[config.mk]
export PLATFORM = sky130hd
export DESIGN_NAME = control_store_loader
export DESIGN_NICKNAME = d
export VERILOG_FILES = /design/src/rtl/control_loader_pkg.sv /design/src/rtl/control_store_loader.sv
export SDC_FILE = /design/constraint.sdc
export NUM_CORES = 1
export LEC_CHECK = 0
export ABC_CLOCK_PERIOD_IN_PS = 5600
export BUFFER_PORTS_ARGS = -buffer_cell sky130_fd_sc_hd__buf_2
export CAP_MARGIN = 20
export CORE_MARGIN = 10
export CORE_UTILIZATION = 30
export CTS_CLUSTER_SIZE = 30
export DETAILED_ROUTE_END_ITERATION = 7
export GPL_ROUTABILITY_DRIVEN = 0
export PLACE_DENSITY = 0.52
export SYNTH_ARGS = -nofsm -noshare
export SYNTH_HDL_FRONTEND = slang
export SYNTH_SLANG_ARGS = --single-unit
[constraint.sdc]
create_clock -name i_clk -period 5.6 [get_ports i_clk]
set_clock_uncertainty 0.1 [all_clocks]
set_input_delay 1.12 -clock i_clk [delete_from_list [all_inputs] [get_ports i_clk]]
set_output_delay 1.12 -clock i_clk [all_outputs]
set_load 0.005 [all_outputs]
[src/rtl/control_loader_pkg.sv]
// Shared types and helpers for the boot-time control store loader.
package control_loader_pkg;

    typedef enum logic [2:0] {
        IDLE   = 3'd0,
        LEN_LO = 3'd1,
        LEN_HI = 3'd2,
        DATA   = 3'd3,
        CHK    = 3'd4,
        DONE   = 3'd5,
        ERROR  = 3'd6
    } loader_state_t;

    function automatic int bytes_per_word(input int dw);
        return (dw + 7) / 8;
    endfunction

endpackage

[src/rtl/control_store_loader.sv]
// Parses a framed byte stream (length, little-endian payload words, checksum)
// and writes the payload into the control store from address 0 upward.
//
// state  | meaning
// IDLE   | waiting for i_start after reset
// LEN_LO | expecting low byte of word count
// LEN_HI | expecting high byte of word count, range-checked on arrival
// DATA   | assembling payload bytes into words and writing them
// CHK    | expecting checksum byte
// DONE   | last load finished with a good checksum
// ERROR  | last load failed on length or checksum
module control_store_loader
    import control_loader_pkg::*;
#(
    parameter int AW = 10,
    parameter int DW = 20
) (
    input  logic          i_clk,
    input  logic          i_rst,
    input  logic          i_start,
    input  logic          i_rx_valid,
    input  logic [7:0]    i_rx_data,
    output logic          o_rx_ready,
    output logic [AW-1:0] o_mem_addr,
    output logic          o_mem_wren,
    output logic [DW-1:0] o_mem_data,
    output logic          o_busy,
    output logic          o_done,
    output logic          o_error,
    output logic [AW:0]   o_count
);

    localparam int BPW = bytes_per_word(DW);
    localparam int IW  = (BPW > 1) ? $clog2(BPW) : 1;
    localparam int BW  = (BPW > 1) ? 8 * (BPW - 1) : 8;
    localparam int CW  = AW + 1;
    localparam logic [16:0] MAXW = 17'(1) << AW;

    if (AW < 1 || AW > 16) begin : g_bad_aw
        $error("control_store_loader: AW=%0d outside 1..16", AW);
    end
    if (DW < 1 || DW > 64) begin : g_bad_dw
        $error("control_store_loader: DW=%0d outside 1..64", DW);
    end

    loader_state_t state_q, state_d;

    logic [7:0]    len_lo_q;
    logic [CW-1:0] n_q;
    logic [CW-1:0] words_q;
    logic [IW-1:0] idx_q;
    logic [7:0]    sum_q;
    logic [BW-1:0] buf_q;
    logic [AW-1:0] addr_q;
    logic [CW-1:0] count_q;
    logic [DW-1:0] data_q;
    logic          wren_q;
    logic          done_q;
    logic          error_q;

    logic          busy;
    logic          fire;
    logic          start_ok;
    logic [7:0]    sum_next;
    logic [16:0]   len_full;
    logic          len_bad;
    logic          idx_last;
    logic          last_word;
    logic [DW-1:0] word_asm;

    assign busy      = (state_q == LEN_LO) || (state_q == LEN_HI) ||
                       (state_q == DATA)   || (state_q == CHK);
    assign fire      = i_rx_valid && busy;
    assign start_ok  = i_start && !busy;
    assign sum_next  = sum_q + i_rx_data;
    assign len_full  = {1'b0, i_rx_data, len_lo_q};
    assign len_bad   = (len_full == 17'd0) || (len_full > MAXW);
    assign idx_last  = (idx_q == IW'(BPW - 1));
    assign last_word = ((words_q + CW'(1)) == n_q);

    // The final byte of a word is taken straight from the input so the write
    // can be registered on the edge that accepts it; bits above DW fall away.
    for (genvar b = 0; b < DW; b++) begin : g_word
        if (b / 8 == BPW - 1) begin : g_in
            assign word_asm[b] = i_rx_data[b % 8];
        end else begin : g_buf
            assign word_asm[b] = buf_q[b];
        end
    end

    always_ff @(posedge i_clk) begin
        if (i_rst) state_q <= IDLE;
        else       state_q <= state_d;
    end

    always_comb begin
        state_d = state_q;
        unique case (state_q)
            IDLE, DONE, ERROR: if (i_start) state_d = LEN_LO;
            LEN_LO:            if (fire) state_d = LEN_HI;
            LEN_HI:            if (fire) state_d = len_bad ? ERROR : DATA;
            DATA:              if (fire && idx_last && last_word) state_d = CHK;
            CHK:               if (fire) state_d = (sum_next == 8'd0) ? DONE : ERROR;
            default:           state_d = IDLE;
        endcase
    end

    always_ff @(posedge i_clk) begin
        if (i_rst) begin
            len_lo_q <= '0;
            n_q      <= '0;
            words_q  <= '0;
            idx_q    <= '0;
            sum_q    <= '0;
            buf_q    <= '0;
            addr_q   <= '0;
            count_q  <= '0;
            data_q   <= '0;
            wren_q   <= 1'b0;
            done_q   <= 1'b0;
            error_q  <= 1'b0;
        end else begin
            wren_q <= 1'b0;
            // Address and count advance the cycle after each write pulse.
            if (wren_q) begin
                addr_q  <= addr_q + AW'(1);
                count_q <= count_q + CW'(1);
            end
            if (start_ok) begin
                done_q  <= 1'b0;
                error_q <= 1'b0;
                count_q <= '0;
                addr_q  <= '0;
                idx_q   <= '0;
                sum_q   <= '0;
                words_q <= '0;
            end
            if (fire) sum_q <= sum_next;
            unique case (state_q)
                LEN_LO: if (fire) len_lo_q <= i_rx_data;
                LEN_HI: if (fire) begin
                    n_q <= CW'(len_full);
                    if (len_bad) error_q <= 1'b1;
                end
                DATA: if (fire) begin
                    if (idx_last) begin
                        data_q  <= word_asm;
                        wren_q  <= 1'b1;
                        idx_q   <= '0;
                        words_q <= words_q + CW'(1);
                    end else begin
                        for (int i = 0; i < BPW - 1; i++) begin
                            if (idx_q == IW'(i)) buf_q[i*8 +: 8] <= i_rx_data;
                        end
                        idx_q <= idx_q + IW'(1);
                    end
                end
                CHK: if (fire) begin
                    if (sum_next == 8'd0) done_q  <= 1'b1;
                    else                  error_q <= 1'b1;
                end
                default: ;
            endcase
        end
    end

    assign o_rx_ready = busy;
    assign o_busy     = busy;
    assign o_mem_addr = addr_q;
    assign o_mem_wren = wren_q;
    assign o_mem_data = data_q;
    assign o_done     = done_q;
    assign o_error    = error_q;
    assign o_count    = count_q;

endmodule

Yosys cells after proc, flatten, opt, wreduce, memory -nomap -nowiden
Index checks and enable logic that the tools add are counted.
{"block": "totals", "output_inout_bits": 46, "register_bits": 103, "elab_cells": 89, "inputBits": 12}
{"block": "classes", "add_sub_neg": 5, "muxes": 29, "reduce_logical": 23, "eq_ne": 14, "order_cmp": 1, "bitwise": 3}
{"op": "$mux W11", "count": 4}
{"op": "$add A11 B1 Y11 const B", "count": 2}
{"op": "$mux W3", "count": 6}
{"op": "$logic_not A17 Y1", "count": 1}
{"op": "$gt A16 B11 Y1 const B", "count": 1}
{"op": "$mux W8", "count": 2}
{"op": "$pmux W3 S5", "count": 1}
{"op": "$eq A11 B11 Y1", "count": 1}
{"op": "$add A10 B1 Y10 const B", "count": 1}
{"op": "$mux W1", "count": 10}
{"op": "$mux W2", "count": 5}
{"op": "$eq A3 B3 Y1 const B", "count": 3}
{"op": "$add A8 B8 Y8", "count": 1}
{"op": "$logic_not A8 Y1", "count": 1}
{"op": "$ne A2 B2 Y1 const B", "count": 4}
{"op": "$reduce_and A4 Y1", "count": 2}
{"op": "$eq A3 B2 Y1 const B", "count": 2}
{"op": "$reduce_or A3 Y1", "count": 2}
{"op": "$reduce_and A5 Y1", "count": 1}
{"op": "$logic_and A1 B1 Y1", "count": 4}
{"op": "$logic_or A1 B1 Y1", "count": 4}
{"op": "$reduce_and A2 Y1", "count": 2}
{"op": "$eq A3 B1 Y1 const B", "count": 1}
{"op": "$logic_not A3 Y1", "count": 1}
{"op": "11 further kinds", "count": 13}

Longest topological paths before layout
{"block": "depth", "word_depth": 10, "ltp_mapped": 9, "ltp_nobuf": 9}

Worst setup path before layout
No wires, ideal clock.
{"block": "synth_path", "path_type": "input to register", "from": "input port i_rx_data[0]", "to": "register state_q[0]", "path_stages": 9, "setup_time_ps": 59, "setup_slack_ps": 2556, "n_path_buf": 0, "required_ps": 5441, "t_arrival_ps": 2884, "path_cell_list": "ha_1 fa_1 a21oi_1 o211ai_1 a21oi_1 xor2_1 nand4_1 a32oi_1 o311a_1"}
{"block": "synth_via", "elab_chain_cells": 5, "elab_cells_between_ends": 10, "cone_classes": "add/sub (1); order compare (1); mux (5); reduce/logical (3)"}
{"element": "start: declaration", "line": "control_store_loader.sv:22", "text": "input logic [7:0] i_rx_data,"}
{"element": "$add A8 B8 Y8, or another cell as far along", "line": "control_store_loader.sv:75", "text": "assign sum_next = sum_q + i_rx_data;"}
{"element": "$logic_not A8 Y1 / $logic_or A1 B1 Y1 (equally long branches)", "line": "control_store_loader.sv:103, control_store_loader.sv:77"}
{"element": "$mux W2 / $mux W3 (equally long branches)", "line": "control_store_loader.sv:103, control_store_loader.sv:101"}
{"element": "$mux W3, on equally long branches", "line": "control_store_loader.sv:103, control_store_loader.sv:101"}
{"element": "$pmux W3 S5 (*)", "line": "control_store_loader.sv:98", "text": "unique case (state_q)"}
{"element": "end signal: assignment", "line": "control_store_loader.sv:93", "text": "else state_q <= state_d;"}
{"element": "end: declaration", "line": "control_store_loader.sv:46", "text": "loader_state_t state_q, state_d;"}
Mark *: on every way between the ends. The rest lies on a longest branch, timed or not. The select of a mux whose other input is x is not followed.
A chain may end at the register's enable or synchronous reset.

Worst setup path after layout
{"block": "layout_path", "from": "input port i_rx_valid", "to": "register words_q[5]"}
{"block": "layout_via", "elab_chain_cells": 3}
{"element": "start: declaration", "line": "control_store_loader.sv:21", "text": "input logic i_rx_valid,"}
{"element": "$logic_and A1 B1 Y1", "line": "control_store_loader.sv:73", "text": "assign fire = i_rx_valid && busy;"}
{"element": "$mux W11", "line": "control_store_loader.sv:145", "text": "DATA: if (fire) begin"}
{"element": "$mux W11", "line": "control_store_loader.sv:139", "text": "unique case (state_q)"}
{"element": "end signal: assignment", "line": "control_store_loader.sv:150", "text": "words_q <= words_q + CW'(1);"}
{"element": "end: declaration", "line": "control_store_loader.sv:50", "text": "logic [CW-1:0] words_q;"}
Every way passes these cells.

==> results by group <==
Setup path
  – Crit path max-delay family: simple AND/OR/NAND/NOR gates
  – Worst Path Max Fanout: 18
  – Crit Path Class: input port to flip-flop
  – CP endpoint kind: flip-flop
  – CP required: between 5 and 6 ns
  – Worst path buffer plus inverter count: 3
  – CP Data Arrival Time: 3.56 ns
  – R2R Setup Slk: roughly 2.5 ns
  – Crit-path max cell delay: 0.75 ns
  – CP max-delay cell: or4_1
  – CP Launch Type: input port
  – Critical-path cell list: buf_2 -> and4bb_2 -> a21oi_1 -> buf_4 -> or4_1 -> buf_4 -> or4_1 -> a21oi_1

Place
  – Hpwl dp: 8.29 mm
  – Placed Area: 0.00516 mm2
  – Port Buffers: 57

Logic synthesis
  – Yosys Warn Count: 0
  – Post-Synthesis Cells: about 570
  – Ys async rst share: 0
  – Largest family of logic cells by synthesized area: simple AND/OR/NAND/NOR gates
  – Compound-Gate Fraction of Synth Area: 0.130
  – Post-synthesis xor/xnor area fraction: 0.0748
  – Post-synthesis sequential area ratio: 0.440
  – #FFs+latches synth: 103
  – Syn Nets: 594
  – Mean Syn Cell Area: 8.21 um2
  – Mapped cell area: 0.00469 mm2
  – Synth top area share: 0.440
  – Post-synth EDFFs: 0
  – Netlist cell types: 55
  – Ranking of synthesized cells by area: dfxtp_1 44%, nand2_1 8.2%, a21oi_1 6.9%
  – Simple-gate portion of the synthesized area: 0.250
  – Most common flop cell mapped by yosys: dfxtp_1
  – Mux contribution to synthesized area: 0.0427
  – Post-Synth Adder-Cell Area: 0.0310
  – Biggest area consumer among synthesized cells: dfxtp_1

Die
  – Die width: 145 um
  – Die area: between 0.02 and 0.025 mm2
  – Core ar.: 0.0153 mm2
  – Initial Utilization: 0.307
  – Num rows: 45
  – Die Y-Extent: 145 um
  – Ports: 58

Final layout
  – Nets@finish: 634
  – Fin area: 0.00542 mm2
  – Area growth, synth to finish: 15.8%
  – Ant. Diodes: 0
  – Most common cell after layout, fill and taps aside: dfxtp_1
  – Fill count: 1643
  – Most frequent cells in the layout: 103 x dfxtp_1, 102 x nand2_1, 70 x nor2_1
  – Ratio of cells with drive above 1 in the final layout: 0.145

Clocking
  – Clk root buf: clkbuf_16
  – H-tree level count: 3
  – Post-CTS resize count: 0
  – Bufs on Longest Clock Path: 2
  – Setup bufs post-CTS: 0
  – Sink Count: 103
  – CTS buffer count: 9
  – CTS tree: yes
  – Hold buffers post-CTS: 0
  – Worst skew pair latency: roughly 0.35 ns
  – CTS clk-pin slew, worst paths: around 0.07 ns

Global route
  – Total global routing overflow: 0
  – Vias in the first global route: between 3000 and 4000
  – Global-route usage over all layers: 0.109
  – Largest net degree at the start of global routing: 82
  – Antenna violations before repair: 0
  – First-pass GRT wire length: between 15 and 20 mm

STA
  – RSZ-0062 raised after global routing: false
  – Final setup fails: 0
  – Setup_tns: 0 ns
  – Achievable Freq: a little under 300 MHz
  – Max-slew violation count: 0
  – Final period utilization: 0.604
  – Slew @ Worst Pin: around 0.96 ns
  – Fin. Hold Viols: 0
  – Worst slew margin: 0.362
  – Final Critical Period: 3.38 ns

Detailed routing
  – Final ANT Viol Nets: 0
  – Initial DRC count: 138
  – DR DRC count: 0
  – Total wire length: 11.7 mm
  – Via Count: 3959
  – DR WL/cell: 14.2 um
  – Pre-antenna DRT Iters: 4
  – Routed vias/inst: 4.79

Power and ir drop
  – P_sw: about 0.00056 W
  – Logic pwr share: 0.216
  – Max IR drop VDD: 0.167 mV
  – Int Power: 0.00121 W
  – Share of power burned in registers: 0.458
  – Clock Power Share: 0.326
  – Total power per unit cell area: 328 mW/mm2
  – Leakage: 1.99 nW
  – Switch share: 0.317

Min path
  – Type of the tightest min-delay check: flip-flop to flip-flop

Run
  – MaxCap Viol Count: 0

Outcome
  – Status: completed
-- synthesized netlist by cell type, types with 3 or more instances --
library cell / number
dfxtp_1: 103
nand2_1: 102
nor2_1: 70
a21oi_1: 65
clkbuf_1: 28
xor2_1: 22
mux2i_1: 20
nand3_1: 20
xnor2_1: 18
o21ai_0: 14
ha_1: 10
nand4_1: 9
nor3_1: 8
nor2b_1: 7
a31oi_1: 6
and3_1: 6
nand2b_1: 5
nand3b_1: 5
a211oi_1: 3
buf_2: 3
inv_1: 3
nor4_1: 3
or2_2: 3
-- flip-flops by register name, summed over array words and instances, names as in the netlist --
| register | count |
|---|---|
| o_error | 1 |
| o_count | 11 |
| o_mem_data | 20 |
| sum_q | 8 |
| idx_q | 2 |
| o_mem_wren | 1 |
| words_q | 11 |
| n_q | 11 |
| buf_q | 16 |
| o_mem_addr | 10 |
| state_q | 3 |
| len_lo_q | 8 |
| o_done | 1 |
-- tightest hold or removal path, cell delays in order, from the launching register on --
cell and delay [ns]:
dfxtp_1 0.31, nand2_1 0.05, a21oi_1 0.05
-- kinds of logic after synthesis --
family          count (synthesis)
xor+xnor                       40
buf+inv                        37
mux                            20
simple gates                  255
compound gates                105
flops                         103
fa+ha+maj                      11
-- path summary, 6_finish.rpt --
path	from	endpoint	cells after the start
min	buf_q[7]$_SDFFE_PP0P_	o_mem_data[7]$_SDFFE_PP0P_	2
max reg2reg	state_q[2]$_SDFFE_PP0P_	words_q[5]$_SDFF_PP0_	7
min reg2reg	buf_q[7]$_SDFFE_PP0P_	o_mem_data[7]$_SDFFE_PP0P_	2
max	i_rx_valid	words_q[5]$_SDFF_PP0_	8
-- per-stage QoR --
step	hold slack (ns)	cells	total power (W)	utilization	worst slack, ns
CTS	0.359	826	0.00180	0.355	2.22
global placement	0.340	811	0.00121	0.338	1.90
global route	0.374	826	0.00189	0.355	2.11
finish	0.356	826	0.00178	0.355	2.22
detailed placement	0.345	811	0.00122	0.338	1.85
floorplan	0.331	571	0.00112	-	2.56
-- cell type report --
cell class	count	area, um2	area share
clock buffer	11	233	0.0429
clock inverter	4	31.3	0.00577
tap	211	264	0.0487
sequential	103	2060	0.380
multi-input combinational	431	2490	0.460
inverter	3	11.3	0.00208
timing repair buffer	63	330	0.0609
-- power by group through the flow --
stage / sequential, W / clock [W] / combinational, W
2_1_floorplan: 0.000805 / 0 / 0.000314
3_3_place_gp: 0.000829 / 0 / 0.000381
3_5_place_dp: 0.000830 / 0 / 0.000387
4_1_cts: 0.000813 / 0.000600 / 0.000388
5_1_grt: 0.000821 / 0.000631 / 0.000434
6_report: 0.000815 / 0.000579 / 0.000385
-- per-layer routing --
layer | routed length (um) | global-route usage
met1 | 5370 | 0.125
met2 | 5670 | 0.186
met3 | 466 | 0.0314
met4 | 194 | 0.0480
met5 | 0 | 0
Note: power is estimated with default switching activity, not from simulation.
